$ cat config.mk
export PLATFORM = sky130hd
export DESIGN_NAME = mix_columns_serial
export DESIGN_NICKNAME = d
export VERILOG_FILES = /design/src/rtl/mix_columns_serial.sv
export SDC_FILE = /design/constraint.sdc
export NUM_CORES = 1
export LEC_CHECK = 0
export BUFFER_PORTS_ARGS = -buffer_cell sky130_fd_sc_hd__clkbuf_2
export CAP_MARGIN = 20
export CORE_ASPECT_RATIO = 0.9
export CORE_MARGIN = 2
export CORE_UTILIZATION = 50
export CTS_BUF_LIST = sky130_fd_sc_hd__clkbuf_2
export DETAILED_ROUTE_END_ITERATION = 8
export HOLD_SLACK_MARGIN = 0.12
export PLACE_DENSITY = 0.77
export RECOVER_POWER = 50
export SYNTH_ARGS = -nofsm -noshare
export SYNTH_HDL_FRONTEND = slang
export SYNTH_SLANG_ARGS = --single-unit
export TNS_END_PERCENT = 100
$ cat constraint.sdc
create_clock -name clk -period 3.8 [get_ports clk]
set_input_delay 0.76 -clock clk [delete_from_list [all_inputs] [get_ports clk]]
set_output_delay 0.76 -clock clk [all_outputs]
set_load 0.005 [all_outputs]
$ cat src/rtl/mix_columns_serial.sv
// AES MixColumns stage, one 32-bit column per clock, with a per-pointer pass counter that bypasses the final round.
// Optional debug status register enabled by defining MIX_COLUMNS_DEBUG_EN.
`timescale 1ns/1ps
module mix_columns_serial (
  input  logic         clk,
  input  logic         reset,
  input  logic [127:0] data_in,
  input  logic         data_in_vld,
  output logic         data_in_rdy,
  input  logic [1:0]   pntr_num_in,
  input  logic         cpu_rd,
  output logic [127:0] data_out,
  output logic         data_out_vld,
  output logic [1:0]   pntr_num_out,
  output logic [31:0]  debug_out
);

  typedef enum logic [1:0] {
    IDLE = 2'd0,
    COL  = 2'd1,
    BYP  = 2'd2
  } state_e;

  localparam logic [3:0] LAST_PASS = 4'd9;

  state_e       state_q, state_d;
  logic [127:0] blk_q, blk_d;
  logic [1:0]   pntr_q, pntr_d;
  logic [1:0]   col_idx_q, col_idx_d;
  logic [127:0] result_q, result_d;
  logic [3:0]   pass_cnt_q [4];
  logic [3:0]   pass_cnt_d [4];
  logic [127:0] data_out_q, data_out_d;
  logic         data_out_vld_q, data_out_vld_d;
  logic [1:0]   pntr_num_out_q, pntr_num_out_d;

  logic [31:0]  col_in;
  logic [31:0]  col_mixed;

  function automatic logic [7:0] xtime(input logic [7:0] b);
    xtime = {b[6:0], 1'b0} ^ (b[7] ? 8'h1B : 8'h00);
  endfunction

  function automatic logic [31:0] mix_column(input logic [31:0] c);
    logic [7:0] a0, a1, a2, a3;
    logic [7:0] x0, x1, x2, x3;
    a0 = c[31:24];
    a1 = c[23:16];
    a2 = c[15:8];
    a3 = c[7:0];
    x0 = xtime(a0);
    x1 = xtime(a1);
    x2 = xtime(a2);
    x3 = xtime(a3);
    mix_column[31:24] = x0 ^ (x1 ^ a1) ^ a2 ^ a3;
    mix_column[23:16] = a0 ^ x1 ^ (x2 ^ a2) ^ a3;
    mix_column[15:8]  = a0 ^ a1 ^ x2 ^ (x3 ^ a3);
    mix_column[7:0]   = (x0 ^ a0) ^ a1 ^ a2 ^ x3;
  endfunction

  // Column 0 occupies the most significant word of the state block.
  function automatic logic [31:0] get_col(input logic [127:0] blk, input logic [1:0] idx);
    case (idx)
      2'd0:    get_col = blk[127:96];
      2'd1:    get_col = blk[95:64];
      2'd2:    get_col = blk[63:32];
      default: get_col = blk[31:0];
    endcase
  endfunction

  function automatic logic [127:0] set_col(input logic [127:0] blk, input logic [1:0] idx,
                                           input logic [31:0] c);
    set_col = blk;
    case (idx)
      2'd0:    set_col[127:96] = c;
      2'd1:    set_col[95:64]  = c;
      2'd2:    set_col[63:32]  = c;
      default: set_col[31:0]   = c;
    endcase
  endfunction

  assign col_in    = get_col(blk_q, col_idx_q);
  assign col_mixed = mix_column(col_in);

  assign data_in_rdy  = (state_q == IDLE);
  assign data_out     = data_out_q;
  assign data_out_vld = data_out_vld_q;
  assign pntr_num_out = pntr_num_out_q;

  always_comb begin
    state_d        = state_q;
    blk_d          = blk_q;
    pntr_d         = pntr_q;
    col_idx_d      = col_idx_q;
    result_d       = result_q;
    pass_cnt_d     = pass_cnt_q;
    data_out_d     = data_out_q;
    data_out_vld_d = 1'b0;
    pntr_num_out_d = pntr_num_out_q;

    case (state_q)
      IDLE: begin
        if (data_in_vld) begin
          blk_d     = data_in;
          pntr_d    = pntr_num_in;
          col_idx_d = '0;
          if (pass_cnt_q[pntr_num_in] == LAST_PASS) begin
            pass_cnt_d[pntr_num_in] = '0;
            state_d                 = BYP;
          end else begin
            pass_cnt_d[pntr_num_in] = pass_cnt_q[pntr_num_in] + 4'd1;
            state_d                 = COL;
          end
        end
      end
      COL: begin
        result_d  = set_col(result_q, col_idx_q, col_mixed);
        col_idx_d = col_idx_q + 2'd1;
        // Last column is folded straight into data_out so the pulse lands on the IDLE edge.
        if (col_idx_q == 2'd3) begin
          state_d        = IDLE;
          data_out_d     = result_d;
          data_out_vld_d = 1'b1;
          pntr_num_out_d = pntr_q;
        end
      end
      BYP: begin
        state_d        = IDLE;
        data_out_d     = blk_q;
        data_out_vld_d = 1'b1;
        pntr_num_out_d = pntr_q;
      end
      default: begin
        state_d = IDLE;
      end
    endcase
  end

  always_ff @(posedge clk) begin
    if (reset) begin
      state_q        <= IDLE;
      blk_q          <= '0;
      pntr_q         <= '0;
      col_idx_q      <= '0;
      result_q       <= '0;
      for (int unsigned i = 0; i < 4; i++) begin
        pass_cnt_q[i] <= '0;
      end
      data_out_q     <= '0;
      data_out_vld_q <= 1'b0;
      pntr_num_out_q <= '0;
    end else begin
      state_q        <= state_d;
      blk_q          <= blk_d;
      pntr_q         <= pntr_d;
      col_idx_q      <= col_idx_d;
      result_q       <= result_d;
      pass_cnt_q     <= pass_cnt_d;
      data_out_q     <= data_out_d;
      data_out_vld_q <= data_out_vld_d;
      pntr_num_out_q <= pntr_num_out_d;
    end
  end

`ifdef MIX_COLUMNS_DEBUG_EN
  logic       overrun_q, overrun_d;
  logic       rd_hit_q, rd_hit_d;
  logic [7:0] vld_cnt_q, vld_cnt_d;

  always_comb begin
    overrun_d = overrun_q | (data_in_vld & ~data_in_rdy);
    rd_hit_d  = rd_hit_q | (cpu_rd & data_out_vld_q);
    vld_cnt_d = vld_cnt_q + {7'd0, data_out_vld_q};
  end

  always_ff @(posedge clk) begin
    if (reset) begin
      overrun_q <= 1'b0;
      rd_hit_q  <= 1'b0;
      vld_cnt_q <= '0;
    end else begin
      overrun_q <= overrun_d;
      rd_hit_q  <= rd_hit_d;
      vld_cnt_q <= vld_cnt_d;
    end
  end

  assign debug_out = {16'd0, vld_cnt_q, 6'd0, rd_hit_q, overrun_q};
`else
  logic unused_cpu_rd;
  assign unused_cpu_rd = cpu_rd;
  assign debug_out     = '0;
`endif

endmodule
==> results of run 1 <==
==> through the flow <==
step                hold WS (ns)  cells  setup slack [ns]
floorplan                  0.417   2168              1.01
global placement           0.428   2754             0.498
detailed placement         0.435   2755             0.378
CTS                        0.158   3035             0.378
global route               0.198   3036            0.0623
finish                     0.196   3036             0.346
==> worst min-delay path by stage <==
stage	startpoint	to	slack [ns]	cells after the start
2_1_floorplan	result_q[105]	result_q[105]	0.42	2
3_3_place_gp	result_q[73]	result_q[73]	0.43	2
3_5_place_dp	result_q[33]	result_q[33]	0.44	2
4_1_cts	pntr_num_in[0]	pntr_q[0]	0.16	3
5_1_grt	reset	blk_q[59]	0.20	2
6_report	reset	blk_q[91]	0.20	2
==> synth_stat cells (5+ instances only) <==
cell                       number  area (sq um)
sky130_fd_sc_hd__dfxtp_1      377          7550
sky130_fd_sc_hd__nand2_1      295          1110
sky130_fd_sc_hd__a21oi_1      191           956
sky130_fd_sc_hd__clkbuf_1     169           634
sky130_fd_sc_hd__nor2_1       151           567
sky130_fd_sc_hd__a211oi_1     120           901
sky130_fd_sc_hd__nor3_1       118           591
sky130_fd_sc_hd__o21ai_0       78           390
sky130_fd_sc_hd__xnor2_1       75           657
sky130_fd_sc_hd__nand3b_1      62           465
sky130_fd_sc_hd__o22ai_1       55           344
sky130_fd_sc_hd__a21boi_0      53           398
sky130_fd_sc_hd__xor2_1        41           359
sky130_fd_sc_hd__a222oi_1      33           330
sky130_fd_sc_hd__buf_4         32           240
sky130_fd_sc_hd__and2_1        29           181
sky130_fd_sc_hd__nor2b_1       28           175
sky130_fd_sc_hd__mux2i_1       26           260
sky130_fd_sc_hd__o21bai_1      18           135
sky130_fd_sc_hd__a22oi_1       16           120
sky130_fd_sc_hd__nor3b_1       16           120
sky130_fd_sc_hd__xnor2_2       16           260
sky130_fd_sc_hd__a211o_1       15           131
sky130_fd_sc_hd__nand2b_1      15          93.8
sky130_fd_sc_hd__and3_1        14          87.6
sky130_fd_sc_hd__buf_1         11          41.3
sky130_fd_sc_hd__buf_2          9          45.0
sky130_fd_sc_hd__ha_1           9           113
sky130_fd_sc_hd__inv_1          9          33.8
sky130_fd_sc_hd__o21a_1         6          45.0
sky130_fd_sc_hd__o21ai_1        5          25.0
sky130_fd_sc_hd__xnor3_1        5           113
==> cells by family after synthesis <==
| kind of cell | synth area share |
|---|---|
| AOI/OAI and AO/OA | 0.224 |
| xor gates and xnor gates | 0.0797 |
| buffers and inverters | 0.0575 |
| and+or+nand+nor | 0.190 |
| other | 0.000209 |
| DFF | 0.421 |
| muxes | 0.0216 |
| adders and majority gates | 0.00628 |
==> worst max-delay path, cell delays in order (launching register included) <==
cell and delay (ns):
sky130_fd_sc_hd__dfxtp_1 0.34, sky130_fd_sc_hd__inv_1 0.12, sky130_fd_sc_hd__ha_1 0.32, sky130_fd_sc_hd__and2_1 1.39, sky130_fd_sc_hd__clkbuf_2 0.81, sky130_fd_sc_hd__nand2_1 0.19, sky130_fd_sc_hd__a21oi_1 0.15
==> registers in the layout, summed over array words and instances, names as in the netlist <==
| signal | cells |
|---|---|
| data_out | 128 |
| blk_q | 128 |
| pass_cnt_q | 16 |
| col_idx_q | 2 |
| data_out_vld | 1 |
| pntr_num_out | 2 |
| pntr_q | 2 |
| state_q | 2 |
| result_q | 96 |
==> area by class of cell <==
class	count	area, sq um
clock buffer	139	696
timing repair buffer	471	3190
sequential	377	7550
tap	469	587
multi-input combinational	1557	9530
clock inverter	12	62.6
antenna	1	2.50
inverter	10	37.5
fill	3036	13600
==> routing by layer <==
metal | GRT usage | share of wire | wire, um | vias up
met5 | 0 | 0 | 0 | -
met4 | 0.165 | 0.046 | 2930 | 0
met3 | 0.0675 | 0.11 | 6670 | 175
met2 | 0.503 | 0.44 | 27800 | 1087
met1 | 0.445 | 0.41 | 26100 | 8371
li1 | - | - | - | 8230
==> power by group through the flow <==
| stage | combinational [W] | clock [W] | sequential, W |
|---|---|---|---|
| 6_report | 0.00242 | 0.00261 | 0.00445 |
| 5_1_grt | 0.00256 | 0.00282 | 0.00447 |
| 4_1_cts | 0.00236 | 0.00262 | 0.00444 |
| 3_5_place_dp | 0.00225 | 0 | 0.00453 |
| 3_3_place_gp | 0.00221 | 0 | 0.00453 |
| 2_1_floorplan | 0.00136 | 0 | 0.00442 |
==> summary.md, run 1 <==
| Metric | Value |
|---|---|
| Outcome | complete, but fails checks |
| Violations in the final reports | max-capacitance violations, max-slew violations |
| CP Capture Point | blk_q[121] |
| Placeable core region | roughly 35000 sq um |
| Fraction of the core area covered by cells at the end of the flow | 0.615 |
| Post-route total power | approximately 0.0095 W |
| Launch point of the worst reg-to-reg path | state_q[0] |
| Number of distinct library cells after synthesis | 54 |
| Data required time at the worst endpoint | approximately 4.7 ns |
| Resize count post-CTS | 0 |
| Root buffer selected by CTS | sky130_fd_sc_hd__clkbuf_2 |
| Depth of the most critical reg-to-reg path | 6 |
| Number of synthesized flops with an enable pin | 0 |
| Clock-pin slew reported for the worst setup and hold paths after clock tree synthesis | 0.10 ns |
| Drt first-iter violations | roughly 2300 |
| Final GP Congestion | 0.947 |
| Net Sw Frac | 0.357 |
| Number of buffers created by CTS | 95 |
| Lkg Pwr | around 8.5 nW |
| Fin crit share | 0.909 |
| Final design instance area without fill | about 22000 sq um |
| Number of antenna violations at the first check in global routing | 1 |
| Slew Limit Fails | 52 |
| Post-synthesis async set-or-reset flop share | 0 |
| Fmax achieved | a little under 0.3 GHz |
| Data arrival, critical path | approximately 4.3 ns |
| Width of the die | between 200 and 250 um |
| Quantity of I/O buffers inserted on ports | 264 |
| Vias in the first global route | ~17000 |
| Most frequent cells in the layout | sky130_fd_sc_hd__dfxtp_1 (377), sky130_fd_sc_hd__clkbuf_2 (317), sky130_fd_sc_hd__nand2_1 (294) |
| Power dissipated by switching net loads | roughly 0.0034 W |
| Post-synthesis sequential area ratio | 0.421 |
| Cell area after placement | ~20000 sq um |
| Max-capacitance violation count | 1 |
| Half-perimeter wire length after detailed placement | between 40000 and 50000 um |
| I/O pins | 298 |
| Clock network power share | 0.275 |
| Power Internal | approximately 0.0061 W |
| Yosys warning total | 0 |
| Setup TNS | 0 ns |
| Number of failing setup endpoints in the final timing report | 0 |
| Detailed-route wire length | roughly 63000 um |
| Gate Count Post-Synth | approximately 2100 |
| Slack of the worst reg-to-reg path | 0.35 ns |
| Crit path launch type | flop |
| Area growth from synthesis to final layout | 20.7% |
| Level count of the clock H-tree | 3 |
| Final hold violation count | 0 |
| Worst Tran Pin Value | 1.80 ns |
| Sort of element at the end of the critical path | flop |
| Pin count of the biggest net entering global routing | around 160 |
| Largest fanout of any net on the critical path | between 50 and 60 |
| Most frequent standard cell in the layout excluding fill and tap cells | sky130_fd_sc_hd__dfxtp_1 |
| Final period demand of the worst path | approximately 3.5 ns |
| Average instance area after synthesis | between 8 and 9 sq um |
| End of the worst register-to-register path | blk_q[121] |
| Wire length of the first global-routing pass | roughly 96000 um |
| Total power per unit cell area | between 400 and 500 nW/um^2 |
| Share of post-route cells with drive strength above 1 | 0.176 |
| Number of buffers inserted for hold repair after clock tree synthesis | ~130 |
| Post-detailed-route wirelength per cell | 20.9 um |
| Post-synthesis instance area | ~18000 sq um |
| Floorplan die area | 37400 sq um |
| Slew margin rel. | -0.200 |
| Critical path class | flop to flop |
| Number of rows created at floorplan | between 60 and 70 |
| Count of nets left with antenna violations after detail routing | 0 |
| Initial standard-cell utilization of the core | 0.509 |
| Number of remaining DRC errors | 0 |
| Combinational fraction of design power | 0.256 |
| Initial DRT Pass Iterations | 6 |
| Primary flip-flop cell chosen by synthesis mapping | sky130_fd_sc_hd__dfxtp_1 |
| Number of vias per cell | roughly 5.9 |
| Vias | 17900 |
| VDD IR max | around 0.24 mV |
| Sinks on the clock net | around 380 |
| TritonCTS clock tree | yes |
| Power share of the sequential group | 0.469 |
| Post-CTS Setup Inserts | 0 |
| Number of buffers between clock root and the deepest sink | 3 |
| Classification of the worst-slack hold path | input pin to flop |
| Clock tree skew after final layout | 0.105 ns |
| Register bit total from synthesis | ~380 |
| Total Nets Final | 2655 |
| Total gr overflow | 0 |
| Die extent in y | 184 um |
| Startpoint of the worst setup timing path | state_q[0] |
| Overall Global Routing Usage | 0.330 |
| Unrepaired setup endpoints after global routing | false |
| Clock Latency Late Sink | just over 1 ns |
(Power assumes the default switching activity.)
==> inputs of run 2 (changes only) <==
--- a/config.mk
+++ b/config.mk
@@ -8,12 +8,12 @@
 export BUFFER_PORTS_ARGS = -buffer_cell sky130_fd_sc_hd__clkbuf_2
 export CAP_MARGIN = 20
 export CORE_ASPECT_RATIO = 0.9
-export CORE_MARGIN = 2
+export CORE_MARGIN = 5
 export CORE_UTILIZATION = 50
 export CTS_BUF_LIST = sky130_fd_sc_hd__clkbuf_2
 export DETAILED_ROUTE_END_ITERATION = 8
 export HOLD_SLACK_MARGIN = 0.12
-export PLACE_DENSITY = 0.77
+export PLACE_DENSITY = 0.72
 export RECOVER_POWER = 50
 export SYNTH_ARGS = -nofsm -noshare
 export SYNTH_HDL_FRONTEND = slang
==> run 2 against run 1 <==
Effect of this change: the run still ends with max-capacitance violations, max-slew violations left; sequential power about the same; critical path type unchanged; first-iteration DRC count increased by 3.5%; sequential share of layout area decreased by 0.25 points; clock skew is 0.00059 ns higher; non-clock buffer count is 16 higher; utilization rose by 0.45 points.
==> summary.md, run 2 (same netlist as run 1, synthesis figures left out) <==
| Metric | Value |
|---|---|
| Outcome | complete, but fails checks (unchanged) |
| Violations in the final reports | max-capacitance violations, max-slew violations (unchanged) |
| Final GP Congestion | 0.923 (was 0.947) |
| Power share of the sequential group | 0.465 (was 0.469) |
| Overall Global Routing Usage | 0.313 (was 0.330) |
| Crit path launch type | flop (unchanged) |
| Count of nets left with antenna violations after detail routing | 0 (unchanged) |
| Root buffer selected by CTS | sky130_fd_sc_hd__clkbuf_2 (unchanged) |
| Number of rows created at floorplan | 65 (unchanged) |
| Clock Latency Late Sink | 1.00 ns (was 1.02 ns) |
| Slew margin rel. | -0.0854 (was -0.200) |
| Worst min-delay path startpoint | reset (unchanged) |
| Worst Tran Pin Value | 1.63 ns (was 1.80 ns) |
| Resize count post-CTS | 0 (unchanged) |
| End point of the most critical hold path | blk_q[113] (was blk_q[91]) |
| Initial standard-cell utilization of the core | 0.509 (unchanged) |
| Floorplan die area | 39800 sq um (was 37400 sq um) |
| Placeable core region | 35200 sq um (unchanged) |
| Fin crit share | 0.944 (was 0.909) |
| Post-detailed-route wirelength per cell | 21.3 um (was 20.9 um) |
| Met3 layer wire length in the routed design | 6300 um (was 6670 um) |
| Post-CTS Setup Inserts | 0 (unchanged) |
| Number of vias per cell | 5.84 (was 5.88) |
| Number of buffers created by CTS | 94 (was 95) |
| Final hold violation count | 0 (unchanged) |
| Wire length of the first global-routing pass | 99400 um (was 95800 um) |
| Sinks on the clock net | 377 (unchanged) |
| Net Sw Frac | 0.350 (was 0.357) |
| Power dissipated by switching net loads | 0.00334 W (was 0.00338 W) |
| Most frequent standard cell in the layout excluding fill and tap cells | sky130_fd_sc_hd__dfxtp_1 (unchanged) |
| Total power per unit cell area | 437 nW/um^2 (was 438 nW/um^2) |
| Launch point of the worst reg-to-reg path | col_idx_q[0] (was state_q[0]) |
| Clock tree skew after final layout | 0.106 ns (was 0.105 ns) |
| Slew Limit Fails | 34 (was 52) |
| Power Internal | 0.00620 W (was 0.00610 W) |
| Vias | 17900 (about the same) |
| Total Nets Final | 2670 (was 2655) |
| Final period demand of the worst path | 3.59 ns (was 3.45 ns) |
| Depth of the most critical reg-to-reg path | 8 (was 6) |
| TritonCTS clock tree | yes (unchanged) |
| Data required time at the worst endpoint | 4.54 ns (was 4.66 ns) |
| Most frequent cells in the layout | sky130_fd_sc_hd__dfxtp_1 (377), sky130_fd_sc_hd__clkbuf_2 (307), sky130_fd_sc_hd__nand2_1 (295) (was sky130_fd_sc_hd__dfxtp_1 (377), sky130_fd_sc_hd__clkbuf_2 (317), sky130_fd_sc_hd__nand2_1 (294)) |
| Initial DRT Pass Iterations | 7 (was 6) |
| Sort of element at the end of the critical path | flop (unchanged) |
| Worst Hold Depth | 2 (unchanged) |
| M1 WL | 27500 um (was 26100 um) |
| Data arrival, critical path | 4.32 ns (about the same) |
| Width of the die | 210 um (was 204 um) |
| Vias in the first global route | 17200 (was 17100) |
| Total gr overflow | 0 (unchanged) |
| I/O pins | 298 (unchanged) |
| Detailed-route wire length | 65300 um (was 63500 um) |
| Quantity of I/O buffers inserted on ports | 264 (unchanged) |
| Combinational fraction of design power | 0.252 (was 0.256) |
| Area growth from synthesis to final layout | 21.6% (was 20.7%) |
| Number of buffers between clock root and the deepest sink | 3 (unchanged) |
| Max-capacitance violation count | 1 (unchanged) |
| Number of remaining DRC errors | 0 (unchanged) |
| Share of post-route cells with drive strength above 1 | 0.176 (about the same) |
| Number of cells in the design after placement | 2772 (was 2755) |
| Number of antenna violations at the first check in global routing | 1 (unchanged) |
| Lkg Pwr | 8.54 nW (was 8.47 nW) |
| Clock-pin slew reported for the worst setup and hold paths after clock tree synthesis | 0.12 ns (was 0.10 ns) |
| Die extent in y | 190 um (was 184 um) |
| Setup TNS | 0 ns (unchanged) |
| Top layer in use | met4 (unchanged) |
| Unrepaired setup endpoints after global routing | false (unchanged) |
| Clock network power share | 0.282 (was 0.275) |
| Level count of the clock H-tree | 3 (unchanged) |
| Half-perimeter wire length after detailed placement | 44400 um (was 42900 um) |
| Classification of the worst-slack hold path | input pin to flop (unchanged) |
| Drt first-iter violations | 2377 (was 2297) |
| VDD IR max | 0.215 mV (was 0.235 mV) |
| Slack of the worst reg-to-reg path | 0.21 ns (was 0.35 ns) |
| End of the worst register-to-register path | data_out[82] (was blk_q[121]) |
| Detailed route wirelength on metal2 | 29400 um (was 27800 um) |
| Pin count of the biggest net entering global routing | 126 (was 158) |
| Number of failing setup endpoints in the final timing report | 0 (unchanged) |
| Fmax achieved | 0.279 GHz (was 0.290 GHz) |
| Largest fanout of any net on the critical path | 27 (was 51) |
| Post-layout instance count excluding filler cells | 3067 (was 3036) |
| Fraction of the core area covered by cells at the end of the flow | 0.619 (was 0.615) |
| Critical path class | flop to flop (unchanged) |
[run 2: worst max path at each step]
stage,slack (ns),from,endpoint,cells after the start
floorplan,1.01,col_idx_q[1],data_out[108],8
global route,0.1,col_idx_q[1],result_q[41],10
global placement,0.51,col_idx_q[0],data_out[9],8
detailed placement,0.39,col_idx_q[1],data_out[44],9
finish,0.21,col_idx_q[0],data_out[82],8
CTS,0.36,col_idx_q[0],result_q[41],8
[run 2: area by class of cell]
class	instances	area, sq um
tap	469	587
sequential	377	7550
inverter	10	37.5
timing repair buffer	487	3290
clock inverter	21	109
fill	3051	13400
clock buffer	140	701
antenna	6	15.0
multi-input combinational	1557	9520
[run 2: routing by layer]
layer  up-vias  track usage
met5         -            0
met4         0        0.112
met3       155       0.0650
met2      1008        0.492
met1      8436        0.431
li1       8300            -
[run 2: metrics by stage]
| stage | setup WS [ns] | power, W | cell area [sq um] | hold WS (ns) |
|---|---|---|---|---|
| after floorplan | 1.01 | 0.00578 | 18100 | 0.417 |
| after global placement | 0.512 | 0.00672 | 19900 | 0.429 |
| after detailed placement | 0.394 | 0.00677 | 19900 | 0.440 |
| after CTS | 0.362 | 0.00951 | 21900 | 0.191 |
| after global routing | 0.0979 | 0.00993 | 21800 | 0.243 |
| final | 0.212 | 0.00954 | 21800 | 0.251 |
[run 2: repair_timing]
item,in CTS,in global routing
endpoints found under the hold margin,128,0
endpoints found under the setup margin,0,0
hold buffers,128,0
[run 2: power by group through the flow]
stage / Sequential (W) / Clock [W] / Combinational, W
final: 0.00444 / 0.00269 / 0.00241
after global routing: 0.00445 / 0.00291 / 0.00256
after CTS: 0.00443 / 0.00272 / 0.00236
after detailed placement: 0.00452 / 0 / 0.00225
after global placement: 0.00451 / 0 / 0.00221
after floorplan: 0.00442 / 0 / 0.00136
[run 2: worst max-delay path: stages (launching register included)]
cell and delay (ns):
sky130_fd_sc_hd__dfxtp_1 0.36, sky130_fd_sc_hd__inv_1 0.11, sky130_fd_sc_hd__ha_2 0.73, sky130_fd_sc_hd__buf_4 0.39
sky130_fd_sc_hd__a222oi_1 0.17, sky130_fd_sc_hd__a21oi_1 0.46, sky130_fd_sc_hd__xor2_1 0.15, sky130_fd_sc_hd__xnor2_1 0.75
sky130_fd_sc_hd__a21boi_0 0.22
==> inputs of run 3 (changes only) <==
--- a/config.mk
+++ b/config.mk
@@ -7,13 +7,15 @@
 export LEC_CHECK = 0
 export BUFFER_PORTS_ARGS = -buffer_cell sky130_fd_sc_hd__clkbuf_2
 export CAP_MARGIN = 20
+export CELL_PAD_IN_SITES_DETAIL_PLACEMENT = 1
+export CELL_PAD_IN_SITES_GLOBAL_PLACEMENT = 1
 export CORE_ASPECT_RATIO = 0.9
 export CORE_MARGIN = 5
-export CORE_UTILIZATION = 50
+export CORE_UTILIZATION = 44
 export CTS_BUF_LIST = sky130_fd_sc_hd__clkbuf_2
 export DETAILED_ROUTE_END_ITERATION = 8
 export HOLD_SLACK_MARGIN = 0.12
-export PLACE_DENSITY = 0.72
+export PLACE_DENSITY_LB_ADDON = 0.1
 export RECOVER_POWER = 50
 export SYNTH_ARGS = -nofsm -noshare
 export SYNTH_HDL_FRONTEND = slang
==> run 3 against run 2 <==
Effect of this change: the flow finishes with violations (max-capacitance violations); sequential share of layout area down 0.53 points; largest power group unchanged; clock power up 3%; clock skew down 0.0048 ns; total power up 3.4%; fmax down 2.1%; sequential power about the same; non-clock buffer count up 15; combinational power up 8.7%; worst setup slack worse by 0.076 ns; critical path type unchanged; via count up 2.9%; critical path depth up 2.
==> summary.md, run 3 (same netlist as run 1, synthesis figures left out) <==
| Metric | Value |
|---|---|
| Outcome | complete, but fails checks (unchanged) |
| Violations in the final reports | max-capacitance violations (was max-capacitance violations, max-slew violations) |
| Width of the die | 223 um (was 210 um) |
| Smallest hold slack | 0.238 ns (was 0.251 ns) |
| Total Nets Final | 2690 (was 2670) |
| Level count of the clock H-tree | 3 (unchanged) |
| Final GP Congestion | 0.889 (was 0.923) |
| Classification of the worst-slack hold path | input pin to flop (unchanged) |
| Layer with the highest usage after global routing | met2 (unchanged) |
| VDD IR max | 0.241 mV (was 0.215 mV) |
| Number of antenna violations at the first check in global routing | 10 (was 1) |
| Fin crit share | 0.964 (was 0.944) |
| Sinks on the clock net | 377 (unchanged) |
| Final hold violation count | 0 (unchanged) |
| Lkg Pwr | 8.66 nW (was 8.54 nW) |
| Number of buffers created by CTS | 99 (was 94) |
| Wire length of the first global-routing pass | 116000 um (was 99400 um) |
| Vias | 18400 (was 17900) |
| Number of failing setup endpoints in the final timing report | 0 (unchanged) |
| Area growth from synthesis to final layout | 23.5% (was 21.6%) |
| Number of fill cells in the layout | 4958 (was 3051) |
| Number of rows created at floorplan | 70 (was 65) |
| Setup TNS | 0 ns (unchanged) |
| Total power per unit cell area | 445 nW/um^2 (was 437 nW/um^2) |
| Number of buffers between clock root and the deepest sink | 3 (unchanged) |
| Pin count of the biggest net entering global routing | 103 (was 126) |
| Largest fanout of any net on the critical path | 22 (was 27) |
| I/O pins | 298 (unchanged) |
| Drt first-iter violations | 2027 (was 2377) |
| Clock tree skew after final layout | 0.101 ns (was 0.106 ns) |
| Quantity of I/O buffers inserted on ports | 264 (unchanged) |
| Die extent in y | 202 um (was 190 um) |
| Fmax achieved | 0.273 GHz (was 0.279 GHz) |
| Unrepaired setup endpoints after global routing | false (unchanged) |
| Total gr overflow | 0 (unchanged) |
| Most frequent cells in the layout | sky130_fd_sc_hd__dfxtp_1 (377), sky130_fd_sc_hd__clkbuf_2 (305), sky130_fd_sc_hd__nand2_1 (295) (was sky130_fd_sc_hd__dfxtp_1 (377), sky130_fd_sc_hd__clkbuf_2 (307), sky130_fd_sc_hd__nand2_1 (295)) |
| Data arrival, critical path | 4.60 ns (was 4.32 ns) |
| Slew margin rel. | 0.00651 (was -0.0854) |
| Number of cells in the design after placement | 2834 (was 2772) |
| Root buffer selected by CTS | sky130_fd_sc_hd__clkbuf_2 (unchanged) |
| Clock-pin slew reported for the worst setup and hold paths after clock tree synthesis | 0.11 ns (was 0.12 ns) |
| Global-route met2 utilization | 0.527 (was 0.492) |
| Placeable core region | 40500 sq um (was 35200 sq um) |
| Post-route total power | 0.00986 W (was 0.00954 W) |
| Half-perimeter wire length after detailed placement | 51500 um (was 44400 um) |
| Sort of element at the end of the critical path | flop (unchanged) |
| GR Util met1 | 0.432 (was 0.431) |
| Clock Latency Late Sink | 1.13 ns (was 1.00 ns) |
| TritonCTS clock tree | yes (unchanged) |
| Post-layout instance count excluding filler cells | 3155 (was 3067) |
| Floorplan die area | 44900 sq um (was 39800 sq um) |
| Global-route met3 utilization | 0.0693 (was 0.0650) |
| Most frequent standard cell in the layout excluding fill and tap cells | sky130_fd_sc_hd__dfxtp_1 (unchanged) |
| Initial DRT Pass Iterations | 5 (was 7) |
| Number of vias per cell | 5.84 (about the same) |
| Count of nets left with antenna violations after detail routing | 0 (unchanged) |
| Detailed-route wire length | 77300 um (was 65300 um) |
| Post-CTS Setup Inserts | 0 (unchanged) |
| Final period demand of the worst path | 3.66 ns (was 3.59 ns) |
| Post-detailed-route wirelength per cell | 24.5 um (was 21.3 um) |
| Overall Global Routing Usage | 0.329 (was 0.313) |
| Critical path class | flop to flop (unchanged) |
| Worst Tran Pin Value | 1.49 ns (was 1.63 ns) |
| Share of post-route cells with drive strength above 1 | 0.172 (was 0.176) |
| Slew Limit Fails | 0 (was 34) |
| Initial standard-cell utilization of the core | 0.443 (was 0.509) |
| Max-capacitance violation count | 1 (unchanged) |
| Data required time at the worst endpoint | 4.74 ns (was 4.54 ns) |
| Vias in the first global route | 19000 (was 17200) |
| Crit path launch type | flop (unchanged) |
| Number of remaining DRC errors | 0 (unchanged) |
==> run 3: cell count changes in the layout (fill, tap and decap cells not counted), moves of 4 or more <==
cell                            change
sky130_fd_sc_hd__clkbuf_1          -10
sky130_fd_sc_hd__buf_12             +5
sky130_fd_sc_hd__buf_4             -11
sky130_fd_sc_hd__buf_1              +4
sky130_fd_sc_hd__dlygate4sd3_1     +24
sky130_fd_sc_hd__diode_2            +6
==> run 3: layer usage <==
| metal | share of wire | up-vias |
|---|---|---|
| li1 | - | 8339 |
| met3 | 0.074 | 186 |
| met1 | 0.42 | 9052 |
| met4 | 0.044 | 2 |
| met2 | 0.46 | 837 |
| met5 | 0.00017 | - |
==> run 3: final cells by class <==
type,instances,area [sq um],area share
Clock inverter,21,108,0.00486
Timing Repair Buffer,502,3550,0.160
Antenna cell,12,30.0,0.00136
Sequential cell,377,7550,0.341
Clock buffer,136,681,0.0307
Inverter,10,37.5,0.00169
Multi-Input combinational cell,1557,9520,0.430
Tap cell,540,676,0.0305
==> run 3: final timing paths <==
check / start / end / slack (ns) / depth (start not counted)
max: col_idx_q[1] / data_out[48] / 0.14 / 10
min: data_in_vld / col_idx_q[1] / 0.24 / 4
max reg2reg: col_idx_q[1] / data_out[48] / 0.14 / 10
min reg2reg: pntr_num_out[1] / pntr_num_out[1] / 0.46 / 2
==> run 3: report_power, final <==
part | total [W] | switching, W | internal (W) | leakage [nW]
combinational | 0.00262 | 0.00162 | 0.00100 | 4.96
sequential | 0.00447 | 0.000268 | 0.00420 | 3.08
clock | 0.00277 | 0.00176 | 0.00101 | 0.618
==> run 3: metrics by stage <==
stage | utilization | worst slack, ns | cell area, sq um
2_1_floorplan | - | 1.01 | 18100
3_3_place_gp | 0.492 | 0.430 | 19900
3_5_place_dp | 0.493 | 0.349 | 19900
4_1_cts | 0.550 | 0.360 | 22200
5_1_grt | 0.547 | 0.0391 | 22100
6_report | 0.547 | 0.136 | 22100
==> run 3: critical path, stage by stage, from the launching register on <==
cell and delay (ns):
sky130_fd_sc_hd__dfxtp_1 0.41, sky130_fd_sc_hd__inv_1 0.09, sky130_fd_sc_hd__ha_2 0.37, sky130_fd_sc_hd__buf_4 0.29, sky130_fd_sc_hd__a222oi_1 0.78, sky130_fd_sc_hd__xnor2_1 0.19, sky130_fd_sc_hd__a21oi_1 0.34, sky130_fd_sc_hd__xor2_1 0.14
sky130_fd_sc_hd__xnor2_1 0.53, sky130_fd_sc_hd__buf_4 0.28, sky130_fd_sc_hd__a21boi_0 0.09
==> run 3: timing repair <==
item / CTS / global route
gates resized for setup: 0 / 0
hold buffers: 152 / 0
hold endpoints to repair: 143 / 0
